===== config.mk =====
export PLATFORM = sky130hd
export DESIGN_NAME = mult_div_unit_flat
export DESIGN_NICKNAME = d
export VERILOG_FILES = /design/src/rtl/mult_div_unit_if.sv /design/src/rtl/mult_div_unit.sv /design/src/flat_wrapper.sv
export SDC_FILE = /design/constraint.sdc
export NUM_CORES = 1
export LEC_CHECK = 0
export CORE_UTILIZATION = 40
export CTS_BUF_LIST = sky130_fd_sc_hd__clkbuf_2
export CTS_CLUSTER_DIAMETER = 150
export DETAILED_ROUTE_END_ITERATION = 12
export GPL_ROUTABILITY_DRIVEN = 0
export PLACE_DENSITY = 0.58
export SLEW_MARGIN = 10
export SYNTH_ARGS = -nofsm -noshare
export SYNTH_HDL_FRONTEND = slang
export SYNTH_SLANG_ARGS = --single-unit

===== constraint.sdc =====
create_clock -name Clk -period 5.7 [get_ports Clk]
set_input_delay 0.57 -clock Clk [delete_from_list [all_inputs] [get_ports Clk]]
set_output_delay 0.57 -clock Clk [all_outputs]
set_load 0.02 [all_outputs]

===== src/rtl/mult_div_unit_if.sv =====
// Operand/result bundle between the execute stage and the multiply/divide unit.
// Control side drives operands and launch strobes; the unit returns Busy/Done and HI/LO.
interface mult_div_unit_if #(
  parameter int WIDTH = 32
);
  logic             Start;
  logic [1:0]       Op;
  logic [WIDTH-1:0] SrcA;
  logic [WIDTH-1:0] SrcB;
  logic             HiWriteEn;
  logic             LoWriteEn;
  logic             Busy;
  logic             Done;
  logic [WIDTH-1:0] Hi;
  logic [WIDTH-1:0] Lo;

  modport master (
    output Start, Op, SrcA, SrcB, HiWriteEn, LoWriteEn,
    input  Busy, Done, Hi, Lo
  );

  modport slave (
    input  Start, Op, SrcA, SrcB, HiWriteEn, LoWriteEn,
    output Busy, Done, Hi, Lo
  );
endinterface


===== src/rtl/mult_div_unit.sv =====
// Iterative MULT/MULTU/DIV/DIVU, one result bit per cycle, owning HI/LO; latency WIDTH+2 edges from Start to Done.
// No queueing: Start and MTHI/MTLO are ignored while Busy; the control path must stall on Busy.
module mult_div_unit #(
  parameter int WIDTH = 32
) (
  input  logic          Clk,
  input  logic          Reset,
  mult_div_unit_if.slave bus
);
  localparam int CW = $clog2(WIDTH) + 1;

  typedef enum logic [1:0] {
    S_IDLE,
    S_RUN,
    S_FIX
  } state_t;

  state_t           state_q, state_d;
  logic [CW-1:0]    cnt_q, cnt_d;
  logic             is_div_q, is_div_d;
  logic             neg_res_q, neg_res_d;
  logic             neg_rem_q, neg_rem_d;
  logic             div_zero_q, div_zero_d;
  logic [WIDTH-1:0] b_q, b_d;
  logic [WIDTH-1:0] rem_q, rem_d;
  logic [WIDTH-1:0] quo_q, quo_d;
  logic [WIDTH-1:0] hi_q, hi_d;
  logic [WIDTH-1:0] lo_q, lo_d;
  logic             done_q, done_d;

  logic             a_neg, b_neg;
  logic [WIDTH:0]   sum;
  logic [WIDTH:0]   shifted;
  logic [WIDTH:0]   diff;
  logic [2*WIDTH-1:0] prod;
  logic [WIDTH-1:0] quo_fix, rem_fix;

  always_comb begin
    state_d    = state_q;
    cnt_d      = cnt_q;
    is_div_d   = is_div_q;
    neg_res_d  = neg_res_q;
    neg_rem_d  = neg_rem_q;
    div_zero_d = div_zero_q;
    b_d        = b_q;
    rem_d      = rem_q;
    quo_d      = quo_q;
    hi_d       = hi_q;
    lo_d       = lo_q;
    done_d     = 1'b0;
    a_neg      = 1'b0;
    b_neg      = 1'b0;
    sum        = '0;
    shifted    = '0;
    diff       = '0;
    prod       = '0;
    quo_fix    = '0;
    rem_fix    = '0;

    case (state_q)
      S_IDLE: begin
        if (bus.HiWriteEn) hi_d = bus.SrcA;
        if (bus.LoWriteEn) lo_d = bus.SrcA;
        if (bus.Start) begin
          // Op[0]=0 selects the signed flavour; run on magnitudes and fix signs at the end
          a_neg      = ~bus.Op[0] & bus.SrcA[WIDTH-1];
          b_neg      = ~bus.Op[0] & bus.SrcB[WIDTH-1];
          is_div_d   = bus.Op[1];
          neg_res_d  = a_neg ^ b_neg;
          neg_rem_d  = a_neg;
          div_zero_d = (bus.SrcB == '0);
          quo_d      = a_neg ? -bus.SrcA : bus.SrcA;
          b_d        = b_neg ? -bus.SrcB : bus.SrcB;
          rem_d      = '0;
          cnt_d      = '0;
          state_d    = S_RUN;
        end
      end

      S_RUN: begin
        if (is_div_q) begin
          shifted = {rem_q, quo_q[WIDTH-1]};
          diff    = shifted - {1'b0, b_q};
          if (!diff[WIDTH]) begin
            rem_d = diff[WIDTH-1:0];
            quo_d = {quo_q[WIDTH-2:0], 1'b1};
          end else begin
            rem_d = shifted[WIDTH-1:0];
            quo_d = {quo_q[WIDTH-2:0], 1'b0};
          end
        end else begin
          // {rem,quo} is the running product; multiplier bits drain out of quo's LSB
          sum          = {1'b0, rem_q} + (quo_q[0] ? {1'b0, b_q} : '0);
          {rem_d, quo_d} = {sum, quo_q[WIDTH-1:1]};
        end
        cnt_d = cnt_q + 1'b1;
        if (cnt_q == CW'(WIDTH - 1)) state_d = S_FIX;
      end

      S_FIX: begin
        if (is_div_q) begin
          quo_fix = neg_res_q ? -quo_q : quo_q;
          rem_fix = neg_rem_q ? -rem_q : rem_q;
          lo_d    = div_zero_q ? '1 : quo_fix;
          hi_d    = rem_fix;
        end else begin
          prod = {rem_q, quo_q};
          if (neg_res_q) prod = ~prod + 1'b1;
          {hi_d, lo_d} = prod;
        end
        done_d  = 1'b1;
        state_d = S_IDLE;
      end

      default: state_d = S_IDLE;
    endcase
  end

  always_ff @(posedge Clk) begin
    if (Reset) begin
      state_q    <= S_IDLE;
      cnt_q      <= '0;
      is_div_q   <= 1'b0;
      neg_res_q  <= 1'b0;
      neg_rem_q  <= 1'b0;
      div_zero_q <= 1'b0;
      b_q        <= '0;
      rem_q      <= '0;
      quo_q      <= '0;
      hi_q       <= '0;
      lo_q       <= '0;
      done_q     <= 1'b0;
    end else begin
      state_q    <= state_d;
      cnt_q      <= cnt_d;
      is_div_q   <= is_div_d;
      neg_res_q  <= neg_res_d;
      neg_rem_q  <= neg_rem_d;
      div_zero_q <= div_zero_d;
      b_q        <= b_d;
      rem_q      <= rem_d;
      quo_q      <= quo_d;
      hi_q       <= hi_d;
      lo_q       <= lo_d;
      done_q     <= done_d;
    end
  end

  assign bus.Busy = (state_q != S_IDLE);
  assign bus.Done = done_q;
  assign bus.Hi   = hi_q;
  assign bus.Lo   = lo_q;
endmodule


===== src/flat_wrapper.sv =====
// flat-port wrapper written by rule: the top's interface ports become plain ports
module mult_div_unit_flat 
#(
  parameter int WIDTH = 32
)
  (Clk, Reset, bus_Start, bus_Op, bus_SrcA, bus_SrcB, bus_HiWriteEn, bus_LoWriteEn, bus_Busy, bus_Done, bus_Hi, bus_Lo);
  mult_div_unit_if #(.WIDTH(WIDTH)) bus_i ();
  input  logic Clk;
  input  logic Reset;
  input wire logic [$bits(bus_i.Start)-1:0] bus_Start;
  input wire logic [$bits(bus_i.Op)-1:0] bus_Op;
  input wire logic [$bits(bus_i.SrcA)-1:0] bus_SrcA;
  input wire logic [$bits(bus_i.SrcB)-1:0] bus_SrcB;
  input wire logic [$bits(bus_i.HiWriteEn)-1:0] bus_HiWriteEn;
  input wire logic [$bits(bus_i.LoWriteEn)-1:0] bus_LoWriteEn;
  output wire logic [$bits(bus_i.Busy)-1:0] bus_Busy;
  output wire logic [$bits(bus_i.Done)-1:0] bus_Done;
  output wire logic [$bits(bus_i.Hi)-1:0] bus_Hi;
  output wire logic [$bits(bus_i.Lo)-1:0] bus_Lo;
  assign bus_i.Start = bus_Start;
  assign bus_i.Op = bus_Op;
  assign bus_i.SrcA = bus_SrcA;
  assign bus_i.SrcB = bus_SrcB;
  assign bus_i.HiWriteEn = bus_HiWriteEn;
  assign bus_i.LoWriteEn = bus_LoWriteEn;
  assign bus_Busy = bus_i.Busy;
  assign bus_Done = bus_i.Done;
  assign bus_Hi = bus_i.Hi;
  assign bus_Lo = bus_i.Lo;
  mult_div_unit #(.WIDTH(WIDTH)) u_core (.Clk(Clk), .Reset(Reset), .bus(bus_i));
endmodule

* After elaboration in Yosys (flattened, before gate mapping)
Cells that the tools add are included.
** Operators by class
- Bitwise logic cells :: 5
- Reductions and logical operators :: 10
- Add/subtract/negate cells :: 8
- Eq/ne operators :: 7
- Multiplexer cells :: 27
** Operators with widths (number)
- $mux W32 :: 15
- $pmux W32 S2 :: 4
- $neg A32 Y32 :: 4
- $add A64 B1 Y64 const B :: 1
- $mux W64 :: 1
- $not A64 Y64 :: 1
- $add A32 B33 Y33 :: 1
- $sub A33 B32 Y33 :: 1
- $logic_not A32 Y1 :: 1
- $pmux W6 S2 :: 1
- $reduce_and A2 Y1 :: 5
- $add A6 B1 Y6 const B :: 1
- $eq A6 B5 Y1 const B :: 1
- $mux W6 :: 1
- $ne A2 B2 Y1 const B :: 3
- $reduce_bool A2 Y1 :: 3
- $mux W2 :: 2
- $pmux W2 S2 :: 1
- $and A1 B1 Y1 :: 2
- $eq A2 B1 Y1 const B :: 1
- $eq A2 B2 Y1 const B :: 1
- $logic_not A2 Y1 :: 1
- $mux W1 :: 2
- $ne A2 B1 Y1 const B :: 1
- other kinds (2) :: 2
** Storage, ports and cells
- Output and inout port bits :: 66
- Word-level logic and storage cells :: 69
- Bits of input ports :: 71
- Register bits :: 173

* Logic depth before layout (Yosys ltp)
- Depth after elaboration :: 5
- Depth in mapped cells :: 16
- Mapped depth without buffers :: 14

* Worst setup path before layout
OpenSTA, ideal clock, no wires.
- Path kind :: register to register
- Start :: register u_core.quo_q[0]
- End :: register u_core.rem_q[24]
- Path slack :: 2.321 ns
- Cell stages (with the launch flop) :: 17
- Data arrival time :: 3.243 ns
- Setup time :: 0.136 ns
- Clock period less this slack :: 3.379 ns
- Data required time :: 5.564 ns
- Path through :: dfxtp_1 -> clkbuf_1 -> inv_1 -> clkbuf_1 -> nor2_1 -> ha_1 -> clkbuf_1 -> a21oi_1 -> nor2_1 -> a2111oi_0 -> a31oi_1 -> a31o_2 -> a31o_2 -> a2111oi_0 -> o21bai_1 -> xnor2_1 -> o221ai_1
** On the way
- Word-level cells in the longest chain between the ends :: 4
** Ends and longest elaborated chain
- start, declared :: line mult_div_unit.sv:26 : logic [WIDTH-1:0] quo_q, quo_d;
- start signal, assigned :: line mult_div_unit.sv:142 : quo_q <= quo_d;
- $mux W32 :: line mult_div_unit.sv:93 : sum = {1'b0, rem_q} + (quo_q[0] ? {1'b0, b_q} : '0);
- $add A32 B33 Y33 :: line mult_div_unit.sv:93
- $mux W32 :: line mult_div_unit.sv:81 : if (is_div_q) begin
- $pmux W32 S2 :: line mult_div_unit.sv:60 : case (state_q)
- end signal, assigned :: line mult_div_unit.sv:141 : rem_q <= rem_d;
- end, declared :: line mult_div_unit.sv:25 : logic [WIDTH-1:0] rem_q, rem_d;
No other way between the ends.
A chain may end at the register's enable or synchronous reset.

* Final worst setup path
Ends and elaborated chain as after synthesis.

==> impl_metrics.toml <==
[sta]
finalHoldViolCount = 0
finalWorstPathRequiredPeriod_ns = 3.92
slew_headroom_pct = 18.8
worst_pin_slew_ns = 1.22
setup_viol = 0
setup_slack_ns = 1.78
rsz0062_at_grt = "no"
worst_clock_skew_ns = 0.0451
fin_crit_sh_pct = 68.8
setup-tns-final_ns = 0
slew_viol_final = 0
fmax_ghz = 0.255

[floorplanning]
num_rows = 67
dieArea_um2 = 35100
io_pins = 137
fp.coreArea_um2 = 33700
die_w_um = 187
start_util_pct = 40.8
fp.dieH_um = 187

[global_routing]
grt_pass1_vias = 13300
gr-usage-all-layers_pct = 28.0
grt_max_degree = 86
gr-total-overflow = 0
antenna_found_initial = 2
grt_first_pass_wirelength_um = 77400

[clock_tree]
clock_tree.buffer_depth = 2
hold_buffers = 0
clkTransAtPathRegs_ns = 0.30
cts_tree = "built"
cts_setup_buffers = 0
clockRootBuffer = "clkbuf_2"
ctsHtreeMaxLevel = 4
worstSkewPairLatency_ns = 0.83
clock_sinks = 173
numCtsBuffers = 17
cts_resized = 0

[critical_path]
ff2ff_setup_slack_ns = 1.78
crit_path_end_kind = "flip-flop"
worstPathArrival_ns = 4.66
r2r-end = "u_core.rem_q[24]$_SDFFE_PP0P_"
path_class = "reg -> reg"
reg2reg_depth = 13
crit_required_ns = 6.44
crit_fanout = 18
r2r_start = "u_core.quo_q[0]$_SDFFE_PP0P_"
startpoint_type = "flip-flop"

[layout]
multi_input_area_um2 = 9590
drive_gt1_share_pct = 4.33
layout.nets = 2024
syn2layout_area_growth_pct = 13.3
fillers = 3432
regArea_um2 = 3460
fin_cells = 2345

[detailed_routing]
drtAntennaViolNets = 0
vias = 14200
wl_per_cell_um = 21.1
vias_per_cell = 6.03
finalWirelength_um = 49500
dr.first_iter.drc_count = 1160
drc = 0
drtPass1Iterations = 5

[worst_hold_path]
worstHoldEndpoint = "u_core.bus.Hi[6]$_SDFFE_PP0P_"
whs_path_depth = 2
hold_start = "Reset"
min_path_type = "in -> reg"

[yosys]
ys_async_sr_fraction_pct = 0
synth_edf_count = 0
synth_seq_cells = 173
yosys_warnings = 0
synth_area_um2 = 13700
ys_types = 70
syn-num-nets = 1973
yosysSeqAreaShare_pct = 25.2
syn_inst = 1831
synth-main-ff-cell = "dfxtp_1"
avgSynthCellArea_um2 = 7.51

[placed_design]
dp_worst_setup_slack_ns = 1.88
dp_cells = 2311
hpwl_um = 37400
io_buffers = 136

[power_and_ir_drop]
power.leakage_nw = 5.95
peakVddDrop_mv = 0.128
powerDensity_nw_per_um2 = 207

[job]
drv_cap = 0

[outcome]
run_status = "complete, no violations"
==> worst max-delay path by stage <==
stage / endpoint / slack [ns] / startpoint
floorplan: u_core.rem_q[24]$_SDFFE_PP0P_ / 2.32 / u_core.quo_q[0]$_SDFFE_PP0P_
global placement: u_core.rem_q[24]$_SDFFE_PP0P_ / 1.89 / u_core.quo_q[0]$_SDFFE_PP0P_
detailed placement: u_core.rem_q[29]$_SDFFE_PP0P_ / 1.88 / u_core.quo_q[0]$_SDFFE_PP0P_
CTS: u_core.rem_q[29]$_SDFFE_PP0P_ / 1.81 / u_core.quo_q[0]$_SDFFE_PP0P_
global route: u_core.rem_q[29]$_SDFFE_PP0P_ / 1.35 / u_core.quo_q[0]$_SDFFE_PP0P_
finish: u_core.rem_q[24]$_SDFFE_PP0P_ / 1.78 / u_core.quo_q[0]$_SDFFE_PP0P_
==> kinds of logic (layout without fill, tap and decap cells) <==
family,Yosys count,count (layout),synth area share (%)
compound gates,600,600,28.7
xor+xnor,164,164,10.5
flops,173,173,25.2
fa+ha+maj,71,71,6.57
mux,51,51,3.72
buf+inv,186,250,5.28
simple gates,586,586,20.0
other cells,0,2,0
==> cells in the final DEF, fill, tap and decap left out, types with 26 or more instances in the layout <==
cell type	Yosys	final
nor2_1	215	215
or3_1	28	28
nand2_1	151	150
o21ai_0	104	104
xor2_1	72	72
clkdlybuf4s50_1	0	135
nand3_1	28	28
mux2i_1	50	50
dfxtp_1	173	172
inv_1	65	65
a21o_1	43	43
nor3_1	43	41
o221ai_1	26	26
a21oi_1	180	180
xnor2_1	92	91
ha_1	69	69
a211oi_1	78	78
==> state kept, by name, indices dropped and copies added (netlist names) <==
register           count
u_core.b_q            32
u_core.div_zero_q      1
u_core.state_q         2
u_core.bus.Done        1
u_core.neg_rem_q       1
u_core.neg_res_q       1
u_core.rem_q          32
u_core.is_div_q        1
u_core.cnt_q           6
u_core.bus.Hi         32
u_core.quo_q          32
u_core.bus.Lo         32
==> routing by layer <==
metal	track usage, %	vias up	routed length (µm)
li1	-	6790	-
met1	38.0	6699	22400
met2	43.7	570	21600
met3	3.75	91	3140
met4	13.4	0	2330
met5	0	-	0
==> final cells by class <==
cell class | instances | share of cell area, %
diodes | 2 | 0.0321
flip-flops and latches | 173 | 22.2
clock buffers | 18 | 0.578
clock inverters | 14 | 0.867
multi-input cells | 1472 | 61.6
inverters | 65 | 1.57
repair buffers | 153 | 9.54
well taps | 448 | 3.60
==> through the flow <==
step           total power [mW]  cell area, µm²  utilization (%)  hold WS, ns
3_5_place_dp               2.55           15300             45.5        0.447
5_1_grt                    3.40           15600             46.2        0.226
2_1_floorplan              2.14           13700                -        0.432
6_report                   3.22           15600             46.2        0.266
3_3_place_gp               2.54           15300             45.5        0.438
4_1_cts                    3.23           15600             46.2        0.185
==> critical path: stages (launching register included) <==
cell and delay (ns):
dfxtp_1 0.47, inv_1 0.46, nor2_1 0.11, ha_1 0.39, a2111oi_0 0.38, o21ai_0 0.19
nand3b_1 0.14, a31oi_1 0.13, a31o_2 0.32, a31o_2 0.27, a2111oi_0 0.52, o21bai_1 0.15
xnor2_1 0.18, o221ai_1 0.12
==> where the power goes <==
group / switching [mW] / internal, mW / leakage, nW
combinational: 0.689 / 0.451 / 4.39
sequential: 0.107 / 1.30 / 1.42
clock: 0.510 / 0.172 / 0.139
total: 1.31 / 1.92 / 5.95
==> Yosys cell counts, drive strengths merged, types with 11 or more instances <==
| library cell | number | area share [%] |
|---|---|---|
| a21oi | 180 | 6.6 |
| o21ai | 106 | 3.9 |
| a211oi | 78 | 4.3 |
| or3 | 29 | 1.4 |
| a221oi | 13 | 0.83 |
| a2111oi | 16 | 1.0 |
| a211o | 11 | 0.70 |
| or4 | 14 | 0.82 |
| nand4 | 14 | 0.64 |
| nand3 | 28 | 1.0 |
| o221ai | 26 | 1.7 |
| nor4 | 20 | 1.1 |
| nand2 | 151 | 4.1 |
| nor3 | 43 | 1.6 |
| inv | 65 | 1.8 |
| xor2 | 72 | 4.6 |
| mux2i | 50 | 3.6 |
| a311oi | 12 | 0.76 |
| clkbuf | 98 | 2.7 |
| dfxtp | 173 | 25 |
| nor2 | 215 | 5.9 |
| a22oi | 14 | 0.76 |
| o31ai | 19 | 1.0 |
| a21o | 43 | 2.3 |
| o211ai | 14 | 0.76 |
| xnor2 | 92 | 5.9 |
| a31oi | 11 | 0.50 |
| nor2b | 11 | 0.50 |
| o41ai | 20 | 1.4 |
| buf | 23 | 0.82 |
| nand2b | 24 | 1.1 |
| ha | 69 | 6.3 |
Power figures use the tool's default switching activity.
